--- src/rtl/dct_out_arbiter.sv ---
`default_nettype none
// +------------------------------------------------------------------------+
// | dct_out_arbiter: round-robin pick of one of two vector banks, streamed  |
// | out element by element with ready backpressure.      Revision: 1.0     |
// +------------------------------------------------------------------------+
module dct_out_arbiter #(
  parameter int M       = 23,
  parameter int E       = 8,
  parameter int arrsize = 16
) (
  input  logic                         clk,
  input  logic                         rst_n,
  input  logic [1:0]                   req,
  input  logic [arrsize*(M+E+1)-1:0]   data0,
  input  logic [arrsize*(M+E+1)-1:0]   data1,
  input  logic                         out_ready,
  output logic [1:0]                   grant,
  output logic [1:0]                   ack,
  output logic [M+E:0]                 outp,
  output logic                         out_valid,
  output logic                         out_last,
  output logic                         busy
);

  localparam int              c_W        = M + E + 1;
  localparam int              c_IW       = $clog2(arrsize);
  localparam logic [c_IW-1:0] c_IDX_LAST = c_IW'(arrsize - 1);

  typedef enum logic [1:0] {
    S_IDLE   = 2'd0,
    S_LOAD   = 2'd1,
    S_STREAM = 2'd2,
    S_DONE   = 2'd3
  } state_t;

  state_t                      r_state;
  state_t                      w_state_nxt;
  logic                        r_sel;
  logic                        w_sel_nxt;
  logic                        r_last;
  logic                        w_last_nxt;
  logic [c_IW-1:0]             r_idx;
  logic [c_IW-1:0]             w_idx_nxt;
  logic [arrsize-1:0][c_W-1:0] r_shadow;
  logic [1:0]                  w_grant_oh;

  assign w_grant_oh = {r_sel, ~r_sel};

  always_ff @(posedge clk) begin
    if (!rst_n) begin
      r_state <= S_IDLE;
      r_sel   <= 1'b0;
      r_last  <= 1'b1;
      r_idx   <= '0;
    end else begin
      r_state <= w_state_nxt;
      r_sel   <= w_sel_nxt;
      r_last  <= w_last_nxt;
      r_idx   <= w_idx_nxt;
    end
  end

  // Shadow copy decouples the stream from later changes on the bank inputs.
  always_ff @(posedge clk) begin
    if (r_state == S_LOAD) begin
      r_shadow <= r_sel ? data1 : data0;
    end
  end

  always_comb begin
    w_state_nxt = r_state;
    w_sel_nxt   = r_sel;
    w_last_nxt  = r_last;
    w_idx_nxt   = r_idx;
    grant       = 2'b00;
    ack         = 2'b00;
    outp        = '0;
    out_valid   = 1'b0;
    out_last    = 1'b0;
    busy        = 1'b1;
    case (r_state)
      S_IDLE: begin
        busy = 1'b0;
        if (req != 2'b00) begin
          // On a tie the bank that was not served last wins.
          w_sel_nxt   = (req == 2'b11) ? ~r_last : req[1];
          w_state_nxt = S_LOAD;
        end
      end
      S_LOAD: begin
        grant       = w_grant_oh;
        w_idx_nxt   = '0;
        w_state_nxt = S_STREAM;
      end
      S_STREAM: begin
        grant     = w_grant_oh;
        out_valid = 1'b1;
        outp      = r_shadow[r_idx];
        out_last  = (r_idx == c_IDX_LAST);
        if (out_ready) begin
          if (r_idx == c_IDX_LAST) begin
            w_idx_nxt   = '0;
            w_state_nxt = S_DONE;
          end else begin
            w_idx_nxt = r_idx + c_IW'(1);
          end
        end
      end
      S_DONE: begin
        grant       = w_grant_oh;
        ack         = w_grant_oh;
        w_last_nxt  = r_sel;
        w_state_nxt = S_IDLE;
      end
      default: begin
        w_state_nxt = S_IDLE;
      end
    endcase
  end

endmodule
`default_nettype wire

--- config.mk ---
export PLATFORM = sky130hd
export DESIGN_NAME = dct_out_arbiter
export DESIGN_NICKNAME = d
export VERILOG_FILES = /design/src/rtl/dct_out_arbiter.sv
export SDC_FILE = /design/constraint.sdc
export NUM_CORES = 1
export LEC_CHECK = 0
export ABC_AREA = 1
export CAP_MARGIN = 5
export CORE_AREA = 2 2 418 420
export DETAILED_ROUTE_END_ITERATION = 10
export DIE_AREA = 0 0 420 422
export PLACE_DENSITY = 0.35
export SYNTH_ARGS = -nofsm -noshare
export SYNTH_HDL_FRONTEND = slang
export SYNTH_SLANG_ARGS = --single-unit
--- constraint.sdc ---
create_clock -name clk -period 16.95 [get_ports clk]
set_input_delay 2.5425 -clock clk [delete_from_list [all_inputs] [get_ports clk]]
set_output_delay 2.5425 -clock clk [all_outputs]
set_load 0.05 [all_outputs]
# == Word level (Yosys, flattened, before mapping) ==
# Index checks and enable logic that the tools add are counted.
# classes
addsub,1
order_cmp,1
eq_ne,8
n_mux,17
bitwise_logic,2
n_reduce_logical,7
# ops
operator,count
512-bit 2-to-1 mux,1
32-bit binary-select mux with 4-bit select,1
32-bit 2-to-1 mux,2
2-bit 2-to-1 mux,5
4-bit 2-to-1 mux,2
2-bit case mux with 4 select lines,1
4-bit case mux with 2 select lines,1
2-bit == test (second input constant),3
2-bit inequality test (second input constant),3
4-bit by 5-bit less-than comparator with 1-bit output (second input constant),1
4-bit by 1-bit adder with 4-bit output (second input constant),1
4-bit == test (second input constant),1
1-bit 2-to-1 mux,4
2-bit AND reduction,2
2-bit nonzero test,2
3-bit AND reduction,1
3-bit OR reduction,1
2-bit by 1-bit == test with 1-bit output (second input constant),1
2-bit zero test,1
1-bit inverter,2
# word_totals
reg_bits,520
inputBits,1029
output_inout_bits,39
word_cells,56

# == Logic depth before layout (Yosys ltp) ==
# depth
word_depth,4
ltp_mapped,10

# == Worst setup path before layout ==
# No wires, ideal clock.
# synth_path
path_type,flip-flop to flip-flop
start,reg r_state[1]
end,reg r_idx[2]
setup_ns,0.086
arrival_ns,12.975
t_required_ns,16.864
slack_ns,3.890
stages_incl_launch_ff,7
path_buffers,0
period_less_slack_ns,13.060
cell_sequence,dfxtp_1 -> inv_1 -> ha_1 -> nand2_1 -> nand2_1 -> a21oi_1 -> a211oi_1
# synth_via
elab_chain_cells,3
elab_cells_between_ends,6
classes_between,eq/ne (3); mux (1); reduce/logical (2)
# synth_lines
item,line_no,text
start: declaration,36,state_t r_state;
start signal: assignment,56,r_state <= w_state_nxt;
2-bit == test / 2-bit by 1-bit == test with 1-bit output (equally long branches),81,case (r_state)
2-bit inequality test (no line) / 2-bit nonzero test (equally long branches),--,
2-bit AND reduction (no line),--,
end signal: assignment,59,r_idx <= w_idx_nxt;
end: declaration,42,logic [c_IW-1:0] r_idx;
# Several ways; a longest one is shown, not always the timed one.
# A chain may end at the register's enable or synchronous reset.

# == Worst setup path after layout ==
# layout_path
start,reg r_idx[0]
end,out outp[6]
# layout_via
elab_chain_cells,3
# layout_lines
item,line_no,text
32-bit binary-select mux with 4-bit select,98,outp = r_shadow[r_idx];
32-bit 2-to-1 mux (implied by the code),98,
32-bit 2-to-1 mux,81,
end: declaration,19,"output logic [M+E:0] outp,"
# Every way passes these cells. The select of a mux whose other input is x is not followed.

==> flow_metrics.py <==
metrics = {
    "detailed_routing": {
        "drt_wl_total_um": 183000,
        "drt_iter0_drc": 2006,
        "routed_via_density": 3.96,
        "wl_per_cell_um": 26.1,
        "drt-pass1-iter-count": 6,
        "vias": 27800,
        "remaining_drc_errors": 0,
        "antenna_left": 0,
    },
    "sta": {
        "hold_violations": 0,
        "rsz0062_at_grt": "false",
        "fin_worst_skew_ps": 18.2,
        "period_needed_ps": 7500,
        "timing.slew.headroom_pct": 27.9,
        "setup_tns_ps": 0,
        "worstMarginPinSlew_ps": 1080,
        "period_share_pct": 44.2,
        "drv_slew": 0,
        "setup_viol": 0,
        "clock.fmax_mhz": 133,
    },
    "place": {
        "gp_congestion": 0.862,
        "placed_cells": 6912,
        "dp_hpwl_um": 146000,
        "port_buffers": 1067,
    },
    "critical_path": {
        "cp-start-kind": "flop",
        "crit_required_ps": 14410,
        "cp_max_fo": 139,
        "cp_slowest_cell": "clkdlybuf4s50_1",
        "arrival_ps": 4950,
        "max_stage_delay_ps": 940,
        "crit_top_cell": "nand3_1",
        "crit_chain": "clkinv_8 -> buf_4 -> nand2_1 -> nand3_1 -> nand3_1 -> nand3_1 -> a21oi_1 -> clkdlybuf4s50_1",
        "cp-end-kind": "primary output",
        "crit_family": "buffers and inverters",
        "crit_type": "reg -> out",
        "cp.buffers_inverters": 3,
    },
    "global_route": {
        "grt_pass1_vias": 27900,
        "grt_first_pass_wirelength_um": 240000,
        "grt_usage_pct": 20.0,
        "antenna_found_initial": 43,
        "grt-ovfl-total": 0,
        "grt_max_degree": 159,
    },
    "power_and_ir_drop": {
        "switching_share_pct": 39.1,
        "power_density_nw_per_um2": 126,
        "p_int_uw": 3310,
        "pwr-share-clk_pct": 26.1,
        "share_comb_of_total_power_pct": 34.6,
        "ir_drop_v": 0.0000916,
        "p_leak_uw": 0.0187,
        "p_sw_uw": 2130,
        "finalPower_uw": 5440,
        "pwr-share-seq_pct": 39.3,
    },
    "clock_tree": {
        "numCtsBuffers": 67,
        "cts-resized-gates": 0,
        "hold_buffers": 0,
        "cts.path.max_buffers": 3,
        "cts_sinks": 520,
        "clk_pin_slew_ps": 60,
        "htreeDepth": 3,
        "insertion_delay_ps": 670,
        "cts_tree": "done",
        "clockRootBuffer": "clkbuf_16",
        "post_cts.repair.setup_buffers": 0,
    },
    "floorplan": {
        "die_x_um": 420,
        "die_area_um2": 177000,
        "start_util_pct": 16.4,
        "core.rowCount": 153,
        "core_um2": 173000,
        "io_pins": 1068,
        "die_h_um": 422,
    },
    "synthesis": {
        "synth_common_cells": "2318 x nand2_1, 512 x edfxtp_1, 325 x nand3_1",
        "seq_area_frac_synth_pct": 54.8,
        "synth_area_leaders": "edfxtp_1 54%, nand2_1 31%, nand3_1 5.7%",
        "synth_fp_nets": 4749,
        "yosysWarnings": 0,
        "synth_cells": 3714,
        "synth_area_um2": 28300,
        "synth_edf_count": 512,
        "yosysMostFrequentCell": "nand2_1",
        "synth_area_leader_cell": "edfxtp_1",
        "ys_seq_elements": 520,
        "avgSynthCellArea_um2": 7.63,
        "synthArstFlopShare_pct": 0,
        "yosys_most_used_dff": "edfxtp_1",
        "synth_top_area_share_pct": 54.2,
        "synthDistinctLibCells": 21,
    },
    "final_layout": {
        "final_cells": 7033,
        "final_net_count": 5691,
        "drive_gt1_share_pct": 2.95,
        "area_delta_synth_final_pct": 52.6,
        "nFillCells": 19200,
    },
    "job": {
        "drv_cap": 0,
    },
    "hold_path": {
        "min_path_type": "reg -> reg",
    },
    "status": {
        "status": "finished, final reports clean",
    },
}
-- placed cells by master (no fill, tap or decap), types with 7 or more instances in the layout --
cell / n
clkdlybuf4s50_1: 1067
inv_1: 264
clkbuf_1: 9
nand3_1: 325
inv_6: 7
buf_4: 25
a21oi_1: 39
edfxtp_1: 512
clkinv_2: 20
clkbuf_16: 68
nand2_1: 2318
clkinv_1: 12
-- sequential cells by signal, indices dropped and copies added, names as in the netlist --
signal and flops:
r_idx 4, r_last 1, r_sel 1, r_shadow 512, r_state 2
-- area by class of cell --
class                      count  area, um2  share of cell area, %
tap                         2325       2910                   6.73
clock buffer                  77       1740                   4.01
timing repair buffer        1097      11000                   25.4
multi-input combinational   2700      10700                   24.7
antenna                        2       5.00                 0.0116
sequential                   520      15500                   36.0
inverter                     270       1040                   2.40
clock inverter                42        359                  0.830
-- final timing paths --
| kind | startpoint | to | slack, ps | cells past startpoint |
|---|---|---|---|---|
| max | r_idx[0] | outp[6] | 9450 | 8 |
| min reg2reg | r_last | r_last | 480 | 2 |
| min | r_last | r_last | 480 | 2 |
| max reg2reg | r_state[1] | r_shadow[75] | 12790 | 5 |
-- worst min-delay path, stage by stage (launching register included) --
cell and delay, ps:
dfxtp_1 320, nand2_1 60, nand3_1 50
-- metrics by stage --
stage / hold slack (ps) / area [um2] / setup WS [ps] / util, %
final: 483 / 43200 / 9450 / 25.0
after global routing: 521 / 43200 / 9250 / 25.0
after CTS: 486 / 43200 / 9390 / 25.0
after detailed placement: 470 / 41100 / 10150 / 23.8
after global placement: 472 / 41100 / 10080 / 23.8
after floorplan: 429 / 28300 / 3890 / -
-- power by group through the flow --
| stage | Combinational (uW) | Clock (uW) | Sequential, uW |
|---|---|---|---|
| after global routing | 2060 | 1510 | 2170 |
| after detailed placement | 1940 | 0 | 2160 |
| after floorplan | 930 | 0 | 2310 |
| after global placement | 1970 | 0 | 2160 |
| final | 1880 | 1420 | 2140 |
| after CTS | 1950 | 1470 | 2140 |
-- per-layer routing --
layer	track usage [%]	up-vias	part of all wire (%)
li1	-	13500	-
met1	24.9	13300	42
met2	35.6	823	51
met3	3.46	167	4.8
met4	4.14	22	2.1
met5	0	-	0.076
-- cells by family after synthesis --
group | Yosys count | share of synthesized area [%]
buffers and inverters | 494 | 7.57
and+or+nand+nor | 2648 | 36.5
adders and majority gates | 6 | 0.265
DFF | 520 | 54.8
xor gates and xnor gates | 1 | 0.0309
AOI/OAI and AO/OA | 45 | 0.821
(Power assumes the default switching activity.)
